File: config.mk
export PLATFORM = sky130hd
export DESIGN_NAME = mem_responder
export DESIGN_NICKNAME = d
export VERILOG_FILES = /design/src/rtl/mem_responder.sv
export SDC_FILE = /design/constraint.sdc
export NUM_CORES = 1
export LEC_CHECK = 0
export BUFFER_PORTS_ARGS = -buffer_cell sky130_fd_sc_hd__buf_2
export CORE_ASPECT_RATIO = 2
export CORE_UTILIZATION = 66
export CTS_BUF_LIST = sky130_fd_sc_hd__clkbuf_4 sky130_fd_sc_hd__clkbuf_8
export DETAILED_ROUTE_END_ITERATION = 8
export PLACE_DENSITY_LB_ADDON = 0.3
export SLEW_MARGIN = 10
export SYNTH_ARGS = -nofsm -noshare
export SYNTH_HDL_FRONTEND = slang
export SYNTH_SLANG_ARGS = --single-unit
File: constraint.sdc
create_clock -name clk -period 3.05 [get_ports clk]
set_input_delay 0.1525 -clock clk [delete_from_list [all_inputs] [get_ports clk]]
set_output_delay 0.1525 -clock clk [all_outputs]
set_load 0.005 [all_outputs]
File: src/rtl/mem_responder.sv
// mem_responder
//   Single-port memory target on the responder side of the valid/ready
//   memory interface. Every request cycle is acknowledged with a one-cycle
//   registered `ready` on the following cycle, so requests can stream at one
//   per clock. Locations that have never been written read back as zero.
//   Out-of-range requests are flagged with `err` and have no side effects.
//
// Ports
//   clk       : clock, all state updates on posedge
//   rst       : asynchronous active-low reset
//   valid     : request present this cycle
//   wr_rd     : 1 = write, 0 = read (qualified by valid)
//   addr      : request address (qualified by valid)
//   wdata     : write data (qualified by valid && wr_rd)
//   ready     : registered acknowledge, one cycle after each request
//   rdata     : registered read data, non-zero only after an in-range read
//   err       : registered, high with ready when addr >= DEPTH
//   wr_count  : accepted in-range writes, wrapping
//   rd_count  : accepted in-range reads, wrapping
module mem_responder #(
   parameter int unsigned WIDTH      = 8,
   parameter int unsigned ADDR_WIDTH = 4,
   parameter int unsigned DEPTH      = 16,
   parameter int unsigned CNT_WIDTH  = 16
) (
   input  logic                  clk,
   input  logic                  rst,
   input  logic                  valid,
   input  logic                  wr_rd,
   input  logic [ADDR_WIDTH-1:0] addr,
   input  logic [WIDTH-1:0]      wdata,
   output logic                  ready,
   output logic [WIDTH-1:0]      rdata,
   output logic                  err,
   output logic [CNT_WIDTH-1:0]  wr_count,
   output logic [CNT_WIDTH-1:0]  rd_count
);

   // One extra bit so DEPTH == 2**ADDR_WIDTH is representable.
   localparam logic [ADDR_WIDTH:0] LP_DEPTH = (ADDR_WIDTH+1)'(DEPTH);

   logic [WIDTH-1:0]     r_mem [DEPTH];
   logic [DEPTH-1:0]     r_written;
   logic                 r_ready;
   logic [WIDTH-1:0]     r_rdata;
   logic                 r_err;
   logic [CNT_WIDTH-1:0] r_wr_count;
   logic [CNT_WIDTH-1:0] r_rd_count;

   logic w_in_range;
   logic w_wr_en;
   logic w_rd_en;

   assign w_in_range = ({1'b0, addr} < LP_DEPTH);
   assign w_wr_en    = valid &  wr_rd & w_in_range;
   assign w_rd_en    = valid & ~wr_rd & w_in_range;

   // Storage carries no reset; the written flags mask stale contents.
   always_ff @(posedge clk) begin
      if (w_wr_en) begin
         r_mem[addr] <= wdata;
      end
   end

   always_ff @(posedge clk or negedge rst) begin
      if (!rst) begin
         r_written <= '0;
      end else if (w_wr_en) begin
         r_written[addr] <= 1'b1;
      end
   end

   // Response stage. A read samples the flag/data as they stand before this
   // edge, so a same-edge write is not visible to it (write-after-read
   // returns old data), while a write on the previous edge is.
   always_ff @(posedge clk or negedge rst) begin
      if (!rst) begin
         r_ready    <= 1'b0;
         r_rdata    <= '0;
         r_err      <= 1'b0;
         r_wr_count <= '0;
         r_rd_count <= '0;
      end else begin
         r_ready <= valid;
         r_err   <= valid & ~w_in_range;
         r_rdata <= '0;
         if (w_rd_en) begin
            r_rdata    <= r_written[addr] ? r_mem[addr] : '0;
            r_rd_count <= r_rd_count + CNT_WIDTH'(1);
         end
         if (w_wr_en) begin
            r_wr_count <= r_wr_count + CNT_WIDTH'(1);
         end
      end
   end

   assign ready    = r_ready;
   assign rdata    = r_rdata;
   assign err      = r_err;
   assign wr_count = r_wr_count;
   assign rd_count = r_rd_count;

endmodule

==> results by stage, run 1 <==
Timing:
- The final count of pins violating max slew is 0.
- On the final layout, the worst clock skew is 10.8 ps.
- The shortest period the worst path allows is 2080 ps.
- Setup repair after global routing left no endpoint under its margin.
- Final hold analysis gives a worst-case slack of about 110 ps.
- The transition time of the tightest slew-check pin is between 900 and 1000 ps.
- The final number of setup-violating endpoints is 0.
- The final setup TNS is 0 ps.
- The total count of hold-check failures in the final report is 0.
- The worst path uses about two thirds of the clock period.
- The worst slew slack as a fraction of its limit is ~36%.
- The maximum achievable frequency is 481 MHz.

Placed design:
- The number of buffers inserted by port buffering is 56.
- At the end of routability-driven placement, the weighted congestion stood at about 1.
- The wire-length estimate of the detail-placed layout is ~10 mm.

Critical path:
- Among cell families on the critical path, the largest total delay comes from simple AND/OR/NAND/NOR gates.
- The path depth of the worst reg2reg path is 4.
- In this run the worst path has a maximum fanout of 9.
- The origin of the critical flop-to-flop path is wr_count[3]$_DFFE_PN0P_.
- The slowest library cell on the worst path is sky130_fd_sc_hd__nor2_1.
- Walking the worst path, the cells encountered are dlygate4sd3_1 > buf_2 > nand2_1 > or3_1 > nor2_1.
- The kind of end point of the critical path is a flip-flop.
- The largest single stage delay on the critical path is about 700 ps.
- The classification of the worst setup path is in -> reg.
- The worst register-to-register path ends at wr_count[13]$_DFFE_PN0P_.
- Together, buffers and inverters on the worst path number 2.
- Data arrives at the worst endpoint at 2150 ps.
- The critical path startpoint category is an input port.
- The critical path crosses 5 cells after its start point.
- For flop-to-flop paths, the worst setup slack is around 1300 ps.
- Data on the critical path is required at its endpoint by roughly 3100 ps.

CTS:
- The clock transition time at the flip-flop clock pins of the worst setup and hold paths is about 90 ps.
- The buffer cell driving the clock tree root is sky130_fd_sc_hd__clkbuf_8.
- At the later pin of the worst-skew pair, clock insertion delay measures 450 ps.
- After clock tree synthesis, the repair step resized 0 gates.
- The number of sinks driven by the clock tree is roughly 190.
- TritonCTS built the clock tree.
- The largest buffer count on any clock path is 2.
- In this run, CTS created clock tree buffers numbering 17.
- The H-tree generated during clock tree synthesis spans 4 levels.

Synthesis:
- The fraction of synthesis flops using an asynchronous set or reset pin is a little under a third.
- Yosys printed 0 warnings.
- The post-synthesis cell type count is 36.
- Synthesis handed over a netlist of slightly above 400 instances.
- Dividing the synthesized area by the synthesized cell count gives 18.0 µm².
- The synthesized netlist net count is about 420.
- The top cell type by area accounts for a little over half of the synthesized area.
- For this run, the leading register cell type out of synthesis is sky130_fd_sc_hd__edfxtp_1.
- Summing every instance area after synthesis gives slightly above 7000 µm².
- Sorting the synthesized cells by area gives the leading types as sky130_fd_sc_hd__edfxtp_1 53%, sky130_fd_sc_hd__dfrtp_1 20%, sky130_fd_sc_hd__mux4_2 9.6%.
- Summed over all instances, the cell type with the most area after synthesis is sky130_fd_sc_hd__edfxtp_1.
- After synthesis, flip-flops and latches occupy 72.7% of the total area.
- The flop and latch count out of synthesis is approximately 190.
- The number of enable-type register cells in the synthesized netlist is 128.

Run:
- The tool flagged a number of max-cap violations equal to 0.

GRT:
- The first global-routing pass estimated roughly 24 mm of wire.
- The number of antenna violations at the first check in global routing was 0.
- Entering global routing, the biggest net connects 40 pins.
- The total global routing track utilization is 29.3%.
- The number of global-route vias before repair is 4189.
- The overflow left after global routing is 0.

Floorplan:
- The cell row count is 53.
- The die extent in x is approximately 76 µm.
- The core outline area is about 11000 µm².
- The die height is about 150 µm.
- The floorplan step defined a die boundary enclosing 11400 µm².
- Pin placement for this block handled a little under 60 I/O pins.
- The effective utilization at floorplan is around two thirds.

Drt:
- For this run, the detailed router's first-pass iteration total came to 5.
- Wires add up to 14.9 mm.
- The ratio of routed vias to standard cells is between 6 and 7.
- The wire length per cell is between 20 and 25 µm.
- The total DRC errors in the routed layout is 0.
- The first routing iteration left approximately 220 violations.
- The via count is between 3000 and 4000.
- The final antenna-violating net count is 0.

Layout:
- The utilization after layout is between 70% and 80%.
- The antenna cell count is 0.
- The ratio of cells with drive above 1 in the final layout is a little under a third.
- The area added between synthesis and finish is 13.2%.
- The most common cell after layout, fill and taps aside is sky130_fd_sc_hd__edfxtp_1.
- The final layout net count is roughly 500.
- In the layout the commonest cells are 128 x sky130_fd_sc_hd__edfxtp_1, 57 x sky130_fd_sc_hd__dfrtp_1, 56 x sky130_fd_sc_hd__buf_2.

Power and ir drop:
- The worst-case vdd ir drop is roughly 0.46 mV.
- The total power per unit cell area is between 600 and 700 nW/µm².
- The leakage power is ~3.1 nW.

Hold path:
- The cell depth of the worst min-delay path is 1.
- The start point of the worst min-delay path is wdata[2].
- The worst min-delay path class is in -> reg.
- The destination of the worst hold path is r_mem[13][2]$_DFFE_PP_.

Status:
- The flow ran to the end, and the final reports show no timing, DRC or antenna violations.
-- layer usage --
metal	part of all wire, %	GRT usage [%]	vias up
met1	35	33.0	2010
met2	54	50.2	172
li1	-	-	1714
met3	4.7	5.15	51
met4	7.0	21.6	0
met5	0	0	-
-- worst reg2reg max path: cells and delay by family (launching register included) --
family / cells / cell delay, ps
xor gates and xnor gates: 1 / 160
and+or+nand+nor: 3 / 1040
DFF: 1 / 460
-- registers in the layout, summed over array words and instances, names as in the netlist --
register,cells
r_mem,128
r_written,16
rd_count,16
wr_count,16
rdata,8
ready,1
-- power by group --
| group | switching [mW] | internal (mW) |
|---|---|---|
| sequential | 0.148 | 2.84 |
| clock | 0.849 | 1.07 |
| combinational | 0.250 | 0.231 |
| total | 1.25 | 4.14 |
-- worst max path at each step --
stage | slack (ps) | end | start
after floorplan | 1220 | r_mem[0][0]$_DFFE_PP_ | addr[0]
after global placement | 720 | rdata[3]$_DFF_PN0_ | addr[0]
after detailed placement | 700 | rdata[5]$_DFF_PN0_ | addr[0]
after CTS | 980 | r_mem[4][3]$_DFFE_PP_ | valid
after global routing | 880 | r_mem[4][3]$_DFFE_PP_ | valid
final | 970 | r_mem[4][5]$_DFFE_PP_ | valid
-- synthesized netlist by cell type (3+ instances only) --
master and number:
sky130_fd_sc_hd__nand4_1 7, sky130_fd_sc_hd__and3_1 3, sky130_fd_sc_hd__nor2b_1 5, sky130_fd_sc_hd__buf_2 5, sky130_fd_sc_hd__or2_2 15, sky130_fd_sc_hd__inv_1 3
sky130_fd_sc_hd__mux4_1 3, sky130_fd_sc_hd__xnor2_1 19, sky130_fd_sc_hd__edfxtp_1 128, sky130_fd_sc_hd__nor2_1 21, sky130_fd_sc_hd__nand3_1 12, sky130_fd_sc_hd__buf_6 3
sky130_fd_sc_hd__xor2_1 11, sky130_fd_sc_hd__a22oi_1 25, sky130_fd_sc_hd__mux2i_1 4, sky130_fd_sc_hd__nor3_1 6, sky130_fd_sc_hd__mux4_2 31, sky130_fd_sc_hd__dfrtp_1 57
sky130_fd_sc_hd__nand2_1 20
-- cell type report --
type	instances	area [µm²]
Sequential cell	185	5270
Fill cell	602	2400
Multi-Input combinational cell	201	1870
Timing Repair Buffer	73	413
Clock buffer	18	241
Clock inverter	14	236
Tap cell	137	171
Inverter	3	11.3
-- timing repair --
action                    CTS  global route
buffers inserted            0             0
hold buffers                2             0
hold endpoints to repair   39             0
-- stage by stage --
step                      worst slack [ps]  instances  power, mW  area (µm²)
after floorplan                       1220        403       3.28        7250
after global placement                 723        597       3.49        7710
after detailed placement               696        597       3.51        7710
after CTS                              979        631       5.42        8210
after global routing                   880        631       5.56        8210
final                                  972        631       5.39        8210
-- cell families after synthesis --
| logic type | share of synthesized area, % |
|---|---|
| xor gates and xnor gates | 3.62 |
| other | 0.0517 |
| adders and majority gates | 0.345 |
| buffers and inverters | 1.60 |
| AOI/OAI and AO/OA | 3.17 |
| muxes | 11.3 |
| and+or+nand+nor | 7.28 |
| DFF | 72.7 |
(Power assumes the default switching activity.)
==> run 2: changes to the inputs <==
--- a/config.mk
+++ b/config.mk
@@ -7,7 +7,7 @@
 export LEC_CHECK = 0
 export BUFFER_PORTS_ARGS = -buffer_cell sky130_fd_sc_hd__buf_2
 export CORE_ASPECT_RATIO = 2
-export CORE_UTILIZATION = 66
+export CORE_UTILIZATION = 56
 export CTS_BUF_LIST = sky130_fd_sc_hd__clkbuf_4 sky130_fd_sc_hd__clkbuf_8
 export DETAILED_ROUTE_END_ITERATION = 8
 export PLACE_DENSITY_LB_ADDON = 0.3
==> constraint.sdc (replaced) <==
create_clock -name clk -period 1.9 [get_ports clk]
set_input_delay 0.095 -clock clk [delete_from_list [all_inputs] [get_ports clk]]
set_output_delay 0.095 -clock clk [all_outputs]
set_load 0.005 [all_outputs]
==> run 2 against run 1 <==
Net effect:
- cell count is 4.0% higher
- critical endpoint is now r_mem[2][2]$_DFFE_PP_
- total power is 53% higher
- non-clock buffer count is 12 higher
- worst setup slack worse by 720 ps
- combinational power is 63% higher
- sequential share of layout area is 0.72 points lower
- critical path type unchanged
==> results by stage, run 2 (same netlist as run 1, synthesis figures left out) <==
Floorplan:
- The die height is 163 µm (was 150 µm).
- The effective utilization at floorplan is 57.4% (was 68.4%).
- The core outline area is 12600 µm² (was 10600 µm²).
- The total die area came to 13400 µm² (was 11400 µm²).
- The die extent in x is 82.5 µm (was 76.1 µm).
- The cell row count was 58 (was 53).
- The I/O pin total came to 58 (unchanged).

Drt:
- The length of routed met2 wiring was 8.31 mm (was 8.00 mm).
- The detailed-router iteration count before antenna repair is 5 (unchanged).
- The final antenna-violating net count came to 0 (unchanged).
- The via count is 3960 (was 3947).
- The post-detailed-routing wire length is 14.9 mm (about the same).
- The total met3 wirelength after detailed routing was 552 µm (was 707 µm).
- The detailed router's first-iteration violation count is 215 (unchanged).
- The wire length per cell came to 22.7 µm (was 23.7 µm).
- The ratio of routed vias to standard cells is 6.04 (was 6.26).
- The total DRC errors in the routed layout is 0 (unchanged).
- The highest signal layer in the routed design is met4 (unchanged).
- The met1 wire length came to 5.23 mm (was 5.19 mm).

GRT:
- The maximum number of pins on one net before global-route repair is 50 (was 40).
- The number of global-route vias before repair is 4196 (was 4189).
- The total global routing track utilization is 24.4% (was 29.3%).
- The global-route wire length before repair came to 22.7 mm (was 23.5 mm).
- The overflow left after global routing is 0 (unchanged).
- The number of antenna violations at the first check in global routing is 0 (unchanged).

Critical path:
- The origin of the critical flop-to-flop path was r_written[10]$_DFFE_PN0P_ (was wr_count[3]$_DFFE_PN0P_).
- The endpoint of the worst register-to-register path was rdata[3]$_DFF_PN0_ (was wr_count[13]$_DFFE_PN0P_).
- The delay of the slowest cell on the worst path came to 530 ps (was 710 ps).
- The arrival time at the worst endpoint is 1800 ps (was 2150 ps).
- The worst setup slack for register-to-register paths came to 310 ps (was 1280 ps).
- Chain of cells forming the critical path: dlygate4sd3_1 > buf_2 > nand2_1 > or3_1 > nor3_1 > buf_4 (was dlygate4sd3_1 > buf_2 > nand2_1 > or3_1 > nor2_1).
- The startpoint of the most critical setup path is valid (unchanged).
- The kind of end point of the critical path was a flip-flop (unchanged).
- The kind of cell adding the most delay to the critical path was buffers and inverters (was simple AND/OR/NAND/NOR gates).
- The termination of the worst setup path is r_mem[2][2]$_DFFE_PP_ (was r_mem[4][5]$_DFFE_PP_).
- The critical path startpoint category is an input port (unchanged).
- The slowest library cell on the worst path was sky130_fd_sc_hd__dlygate4sd3_1 (was sky130_fd_sc_hd__nor2_1).
- The maximum fanout along the worst path came to 9 (unchanged).
- The required time of the worst setup path is 2050 ps (was 3130 ps).
- The classification of the worst setup path is in -> reg (unchanged).
- The number of buffers and inverters on the critical path came to 3 (was 2).
- The number of gates on the worst path with buffers counted is 6 (was 5).
- The path depth of the worst reg2reg path is 3 (was 4).

Power and ir drop:
- The worst-case vdd ir drop is 0.726 mV (was 0.458 mV).
- The switching component of the power is 2.07 mW (was 1.25 mW).
- The total power per unit cell area is 994 nW/µm² (was 656 nW/µm²).
- The power share of the clock group came to 32.5% (was 35.7%).
- The total internal power is 6.18 mW (was 4.14 mW).
- The share of power burned in combinational logic is 9.5% (was 8.9%).
- The leakage power is 3.16 nW (was 3.13 nW).
- The switching share of total power was 25.1% (was 23.1%).
- The sequential cell fraction of total power is 58.0% (was 55.4%).

Layout:
- The layout filler cell count is 875 (was 602).
- The final design instance area without fill is 8300 µm² (was 8210 µm²).
- The final layout net count is 511 (was 499).
- The area added between synthesis and finish is 14.5% (was 13.2%).
- Commonest non-fill, non-tap cells in the layout: 128 x sky130_fd_sc_hd__edfxtp_1, 57 x sky130_fd_sc_hd__dfrtp_1, 56 x sky130_fd_sc_hd__buf_2 (unchanged).
- The antenna cell count was 0 (unchanged).
- The most common cell after layout, fill and taps aside is sky130_fd_sc_hd__edfxtp_1 (unchanged).
- The number of flip-flops under the largest register name was 128 (unchanged).
- The ratio of cells with drive above 1 in the final layout is 32.4% (was 30.8%).
- The largest register by flop count was r_mem (unchanged).

CTS:
- The post-cts resize count is 0 (unchanged).
- The worst-skew pair later-pin latency is 450 ps (about the same).
- The buffer cell driving the clock tree root is sky130_fd_sc_hd__clkbuf_8 (unchanged).
- The CTS tree is done (unchanged).
- The number of clock buffers inserted by TritonCTS was 17 (unchanged).
- The largest buffer count on any clock path is 2 (unchanged).
- The buffer count from post-CTS setup fixing is 0 (unchanged).
- The clock transition time at the flip-flop clock pins of the worst setup and hold paths is 100 ps (was 90 ps).
- The level count of the clock H-tree was 4 (unchanged).
- The number of sinks driven by the clock tree came to 185 (unchanged).

Placed design:
- The detailed-placement wirelength estimate is 10.6 mm (was 10.2 mm).
- The number of buffers inserted by port buffering is 56 (unchanged).
- The routability-driven placement congestion ratio was 0.824 (was 0.999).
- The area after detailed placement is 7850 µm² (was 7710 µm²).

Timing:
- The worst slew slack as a fraction of its limit is 63.5% (was 36.3%).
- For this run, the top clock speed supported by timing is 608 MHz.
- The transition time of the tightest slew-check pin was 545 ps (was 955 ps).
- The final clock period utilization by the worst path is 86.5%.
- The final number of setup-violating endpoints is 0 (unchanged).
- RSZ-0062 raised after global routing: no (unchanged).
- The final count of pins violating max slew came to 0 (unchanged).
- The final setup TNS is 0 ps (unchanged).
- The worst clock skew on the final layout was 11.7 ps (was 10.8 ps).
- The total count of hold-check failures in the final report was 0 (unchanged).
- For the finished layout, the period the worst path requires is ~1600 ps.

Status:
- Result of the run: finished clean (unchanged).

Hold path:
- The worst min-delay path class is in -> async (was in -> reg).

Run:
- The number of maximum-capacitance violations is 0 (unchanged).
[run 2: cell types whose count changed in the layout (fill, tap and decap cells not counted), sizes merged]
cell / delta
bufinv: -4
buf: +11
dlygate4sd3: +1
clkinvlp: +4
[run 2: timing repair]
item,CTS,global route
hold endpoints to repair,59,0
hold buffers,3,0
setup endpoints to repair,0,0
[run 2: stage by stage]
step / std cells / hold slack (ps) / setup slack [ps] / power (mW) / util (%)
2_1_floorplan: 403 / -201 / 123 / 5.26 / -
3_3_place_gp: 621 / -41.4 / 177 / 5.61 / 62.2
4_1_cts: 656 / 8.56 / 288 / 8.32 / 65.8
6_report: 656 / 25.1 / 256 / 8.26 / 65.8
5_1_grt: 656 / 24.6 / 180 / 8.57 / 65.8
3_5_place_dp: 621 / -33.1 / 141 / 5.65 / 62.2
[run 2: area by class of cell]
cell class	count	area, µm²	area share, %
inverter	3	11.3	0.136
multi-input combinational	201	1870	22.5
clock inverter	14	183	2.20
timing repair buffer	85	543	6.54
clock buffer	18	241	2.91
tap	150	188	2.26
sequential	185	5270	63.5
[run 2: power by group through the flow]
stage	combinational, mW	sequential [mW]	clock, mW
2_1_floorplan	0.441	4.82	0
3_3_place_gp	0.757	4.85	0
3_5_place_dp	0.787	4.87	0
4_1_cts	0.796	4.78	2.74
5_1_grt	0.879	4.81	2.87
6_report	0.785	4.79	2.68
[run 2: worst min path at each step]
stage	slack, ps	to	from	cells past startpoint
after floorplan	-200	r_written[0]$_DFFE_PN0P_	rst	0
after global placement	-40	wr_count[5]$_DFFE_PN0P_	rst	1
after detailed placement	-30	wr_count[3]$_DFFE_PN0P_	rst	1
after CTS	9	wr_count[10]$_DFFE_PN0P_	rst	2
after global routing	20	r_mem[3][7]$_DFFE_PP_	wdata[7]	1
final	30	wr_count[9]$_DFFE_PN0P_	rst	2
[run 2: worst register-to-register path, stage by stage, from the launching register on]
cell                       delay, ps
sky130_fd_sc_hd__dfrtp_1         400
sky130_fd_sc_hd__mux4_1          520
sky130_fd_sc_hd__o211ai_2        370
sky130_fd_sc_hd__a22oi_1         170
[run 2: metal layers]
layer	global-route usage, %	up-vias
met5	0	-
met4	14.9	0
met3	4.54	40
met2	43.7	140
met1	25.3	2039
li1	-	1741
==> run 3: changes to the inputs <==
--- a/config.mk
+++ b/config.mk
@@ -7,10 +7,12 @@
 export LEC_CHECK = 0
 export BUFFER_PORTS_ARGS = -buffer_cell sky130_fd_sc_hd__buf_2
 export CORE_ASPECT_RATIO = 2
+export CORE_MARGIN = 2
 export CORE_UTILIZATION = 56
 export CTS_BUF_LIST = sky130_fd_sc_hd__clkbuf_4 sky130_fd_sc_hd__clkbuf_8
 export DETAILED_ROUTE_END_ITERATION = 8
 export PLACE_DENSITY_LB_ADDON = 0.3
+export REMOVE_ABC_BUFFERS = 1
 export SLEW_MARGIN = 10
 export SYNTH_ARGS = -nofsm -noshare
 export SYNTH_HDL_FRONTEND = slang
==> run 3 against run 2 <==
Net effect:
- flip-flop and latch count did not move
- worst setup slack got worse by 69 ps
- non-clock buffer count rose by 7
- core utilization rose by 0.35 points
- sequential share of layout area fell by 0.33 points
- count of clock-buffer cells in the layout rose by 1
- maximum frequency fell by 4.0%
- via count fell by 2.1%
==> results by stage, run 3 (same netlist as run 1, synthesis figures left out) <==
Timing:
- The final number of setup-violating endpoints is 0 (unchanged).
- The shortest period the worst path allows is 1710 ps (was 1640 ps).
- The final critical-path setup slack is 187 ps (was 256 ps).
- The total count of hold-check failures in the final report is 0 (unchanged).
- The worst clock skew on the final layout was 12.4 ps (was 11.7 ps).
- The worst slew slack as a fraction of its limit is 64.3% (was 63.5%).
- The transition time of the tightest slew-check pin is 531 ps (was 545 ps).
- The final clock period utilization by the worst path is 90.1% (was 86.5%).
- The final setup TNS is 0 ps (unchanged).
- The maximum achievable frequency came to 584 MHz (was 608 MHz).
- The final count of pins violating max slew was 0 (unchanged).
- RSZ-0062 raised after global routing: no (unchanged).

Hold path:
- The worst min-delay path class is in -> reg (was in -> async).

Floorplan:
- The die extent in x was 84.5 µm (was 82.5 µm).
- The die height is 165 µm (was 163 µm).
- The total die area is 13900 µm² (was 13400 µm²).
- The I/O pin total is 58 (unchanged).
- The cell row count was 58 (unchanged).
- The effective utilization at floorplan came to 57.4% (unchanged).
- The core outline area is 12600 µm² (unchanged).

CTS:
- The number of sinks driven by the clock tree is 185 (unchanged).
- The largest buffer count on any clock path was 2 (unchanged).
- The buffer cell driving the clock tree root is sky130_fd_sc_hd__clkbuf_8 (unchanged).
- The CTS tree is done (unchanged).
- The level count of the clock H-tree was 4 (unchanged).
- The post-cts resize count is 0 (unchanged).
- The number of clock buffers inserted by TritonCTS came to 17 (unchanged).
- The clock transition time at the flip-flop clock pins of the worst setup and hold paths was 100 ps (about the same).
- The worst-skew pair later-pin latency is 450 ps (about the same).

Layout:
- The layout filler cell count was 874 (was 875).
- The final cell count without fillers is 663 (was 656).
- The largest register by flop count is r_mem (unchanged).
- Commonest non-fill, non-tap cells in the layout: 128 x sky130_fd_sc_hd__edfxtp_1, 57 x sky130_fd_sc_hd__dfrtp_1, 56 x sky130_fd_sc_hd__buf_2 (unchanged).
- The antenna cell count came to 0 (unchanged).
- The final layout net count is 518 (was 511).
- The ratio of cells with drive above 1 in the final layout is 33.3% (was 32.4%).
- The final design instance area without fill is 8350 µm² (was 8300 µm²).
- The number of flip-flops under the largest register name is 128 (unchanged).
- The area added between synthesis and finish is 15.1% (was 14.5%).
- The most common cell after layout, fill and taps aside is sky130_fd_sc_hd__edfxtp_1 (unchanged).

Critical path:
- The maximum fanout along the worst path is 7 (was 9).
- The arrival time at the worst endpoint is 1870 ps (was 1800 ps).
- The classification of the worst setup path was in -> reg (unchanged).
- The number of buffers and inverters on the critical path is 3 (unchanged).
- The critical path startpoint category was an input port (unchanged).
- The slowest library cell on the worst path is sky130_fd_sc_hd__dlygate4sd3_1 (unchanged).
- The required time of the worst setup path was 2050 ps (about the same).
- The delay of the slowest cell on the worst path is 520 ps (was 530 ps).
- Chain of cells forming the critical path: dlygate4sd3_1 > buf_2 > nand2_1 > or3_1 > nor2_1 > buf_4 (was dlygate4sd3_1 > buf_2 > nand2_1 > or3_1 > nor3_1 > buf_4).
- The kind of end point of the critical path is a flip-flop (unchanged).
- The kind of cell adding the most delay to the critical path is buffers and inverters (unchanged).

Drt:
- The final antenna-violating net count was 0 (unchanged).
- The via count is 3876 (was 3960).
- The total DRC errors in the routed layout was 0 (unchanged).
- The detailed-router iteration count before antenna repair is 5 (unchanged).
- The wire length per cell is 21.2 µm (was 22.7 µm).
- The ratio of routed vias to standard cells is 5.85 (was 6.04).
- The post-detailed-routing wire length was 14.1 mm (was 14.9 mm).
- The detailed router's first-iteration violation count was 249 (was 215).

Placed design:
- The detailed-placement wirelength estimate is 10.2 mm (was 10.6 mm).
- The worst slack at placement was 240 ps (was 141 ps).
- The routability-driven placement congestion ratio came to 0.850 (was 0.824).
- The number of instances in the placed design came to 628 (was 621).
- The number of buffers inserted by port buffering is 56 (unchanged).
- The area after detailed placement is 7900 µm² (was 7850 µm²).

Power and ir drop:
- The sequential cell fraction of total power is 58.3% (was 58.0%).
- The leakage power is 3.20 nW (was 3.16 nW).
- The worst-case vdd ir drop is 0.728 mV (was 0.726 mV).
- The total power per unit cell area is 981 nW/µm² (was 994 nW/µm²).
- The switching share of total power is 24.4% (was 25.1%).
- The power share of the clock group is 32.4% (was 32.5%).
- The overall power after layout is 8.19 mW (was 8.26 mW).
- The share of power burned in combinational logic came to 9.3% (was 9.5%).
- The switching component of the power is 2.00 mW (was 2.07 mW).
- The total internal power is 6.19 mW (was 6.18 mW).

GRT:
- The number of global-route vias before repair is 4191 (was 4196).
- The total global routing track utilization is 21.4% (was 24.4%).
- The number of antenna violations at the first check in global routing is 0 (unchanged).
- The maximum number of pins on one net before global-route repair came to 52 (was 50).
- The global-route wire length before repair is 22.2 mm (was 22.7 mm).
- The overflow left after global routing is 0 (unchanged).

Run:
- The number of maximum-capacitance violations is 0 (unchanged).

Status:
- Result of the run: finished clean (unchanged).
==> run 3: what timing repair did <==
action                                 in CTS  in global routing
endpoints found under the hold margin      58                  0
buffers inserted                            0                  0
hold buffers                                3                  0
==> run 3: worst register-to-register path: cells and delay by family, from the launching register on <==
family        cells  cell delay, ps
simple gates      3             660
flops             1             470
buf+inv           1             180
xor+xnor          1             130
==> run 3: area by class of cell <==
type | count | area (µm²) | share of cell area, %
flip-flops and latches | 185 | 5270 | 63.1
multi-input cells | 201 | 1870 | 22.4
repair buffers | 92 | 596 | 7.14
clock buffers | 19 | 249 | 2.98
well taps | 150 | 188 | 2.25
clock inverters | 13 | 166 | 1.99
inverters | 3 | 11.3 | 0.135
==> run 3: power by group through the flow <==
stage	logic, mW	registers, mW	clock network [mW]
6_report	0.764	4.77	2.65
5_1_grt	0.846	4.80	2.85
4_1_cts	0.777	4.77	2.71
3_5_place_dp	0.770	4.86	0
3_3_place_gp	0.738	4.84	0
2_1_floorplan	0.390	4.82	0
==> run 3: layer usage <==
layer / up-vias / global-route usage, % / part of all wire [%]
met2: 99 / 40.0 / 59
li1: 1758 / - / -
met1: 2004 / 24.2 / 37
met3: 15 / 3.45 / 3.1
met4: 0 / 8.66 / 1.6
met5: - / 0 / 0
==> run 3: stage by stage <==
stage                     hold slack, ps  utilization [%]
after floorplan                     -201                -
after CTS                           10.4             66.1
after global routing                10.1             66.1
final                               28.4             66.1
after global placement             -51.8             62.6
after detailed placement           -54.0             62.6
==> run 3: final timing paths <==
kind | slack (ps) | depth (start not counted) | to | from
worst min-delay path | 30 | 1 | r_mem[5][5]$_DFFE_PP_ | wdata[5]
min in group asynchronous | 170 | 3 | wr_count[9]$_DFFE_PN0P_ | rst
max in group asynchronous | 1060 | 3 | rdata[6]$_DFF_PN0_ | rst
worst max-delay path | 190 | 6 | r_mem[12][0]$_DFFE_PP_ | valid
worst max register to register | 330 | 5 | wr_count[15]$_DFFE_PN0P_ | wr_count[3]$_DFFE_PN0P_
worst min register to register | 470 | 1 | r_written[8]$_DFFE_PN0P_ | r_written[8]$_DFFE_PN0P_
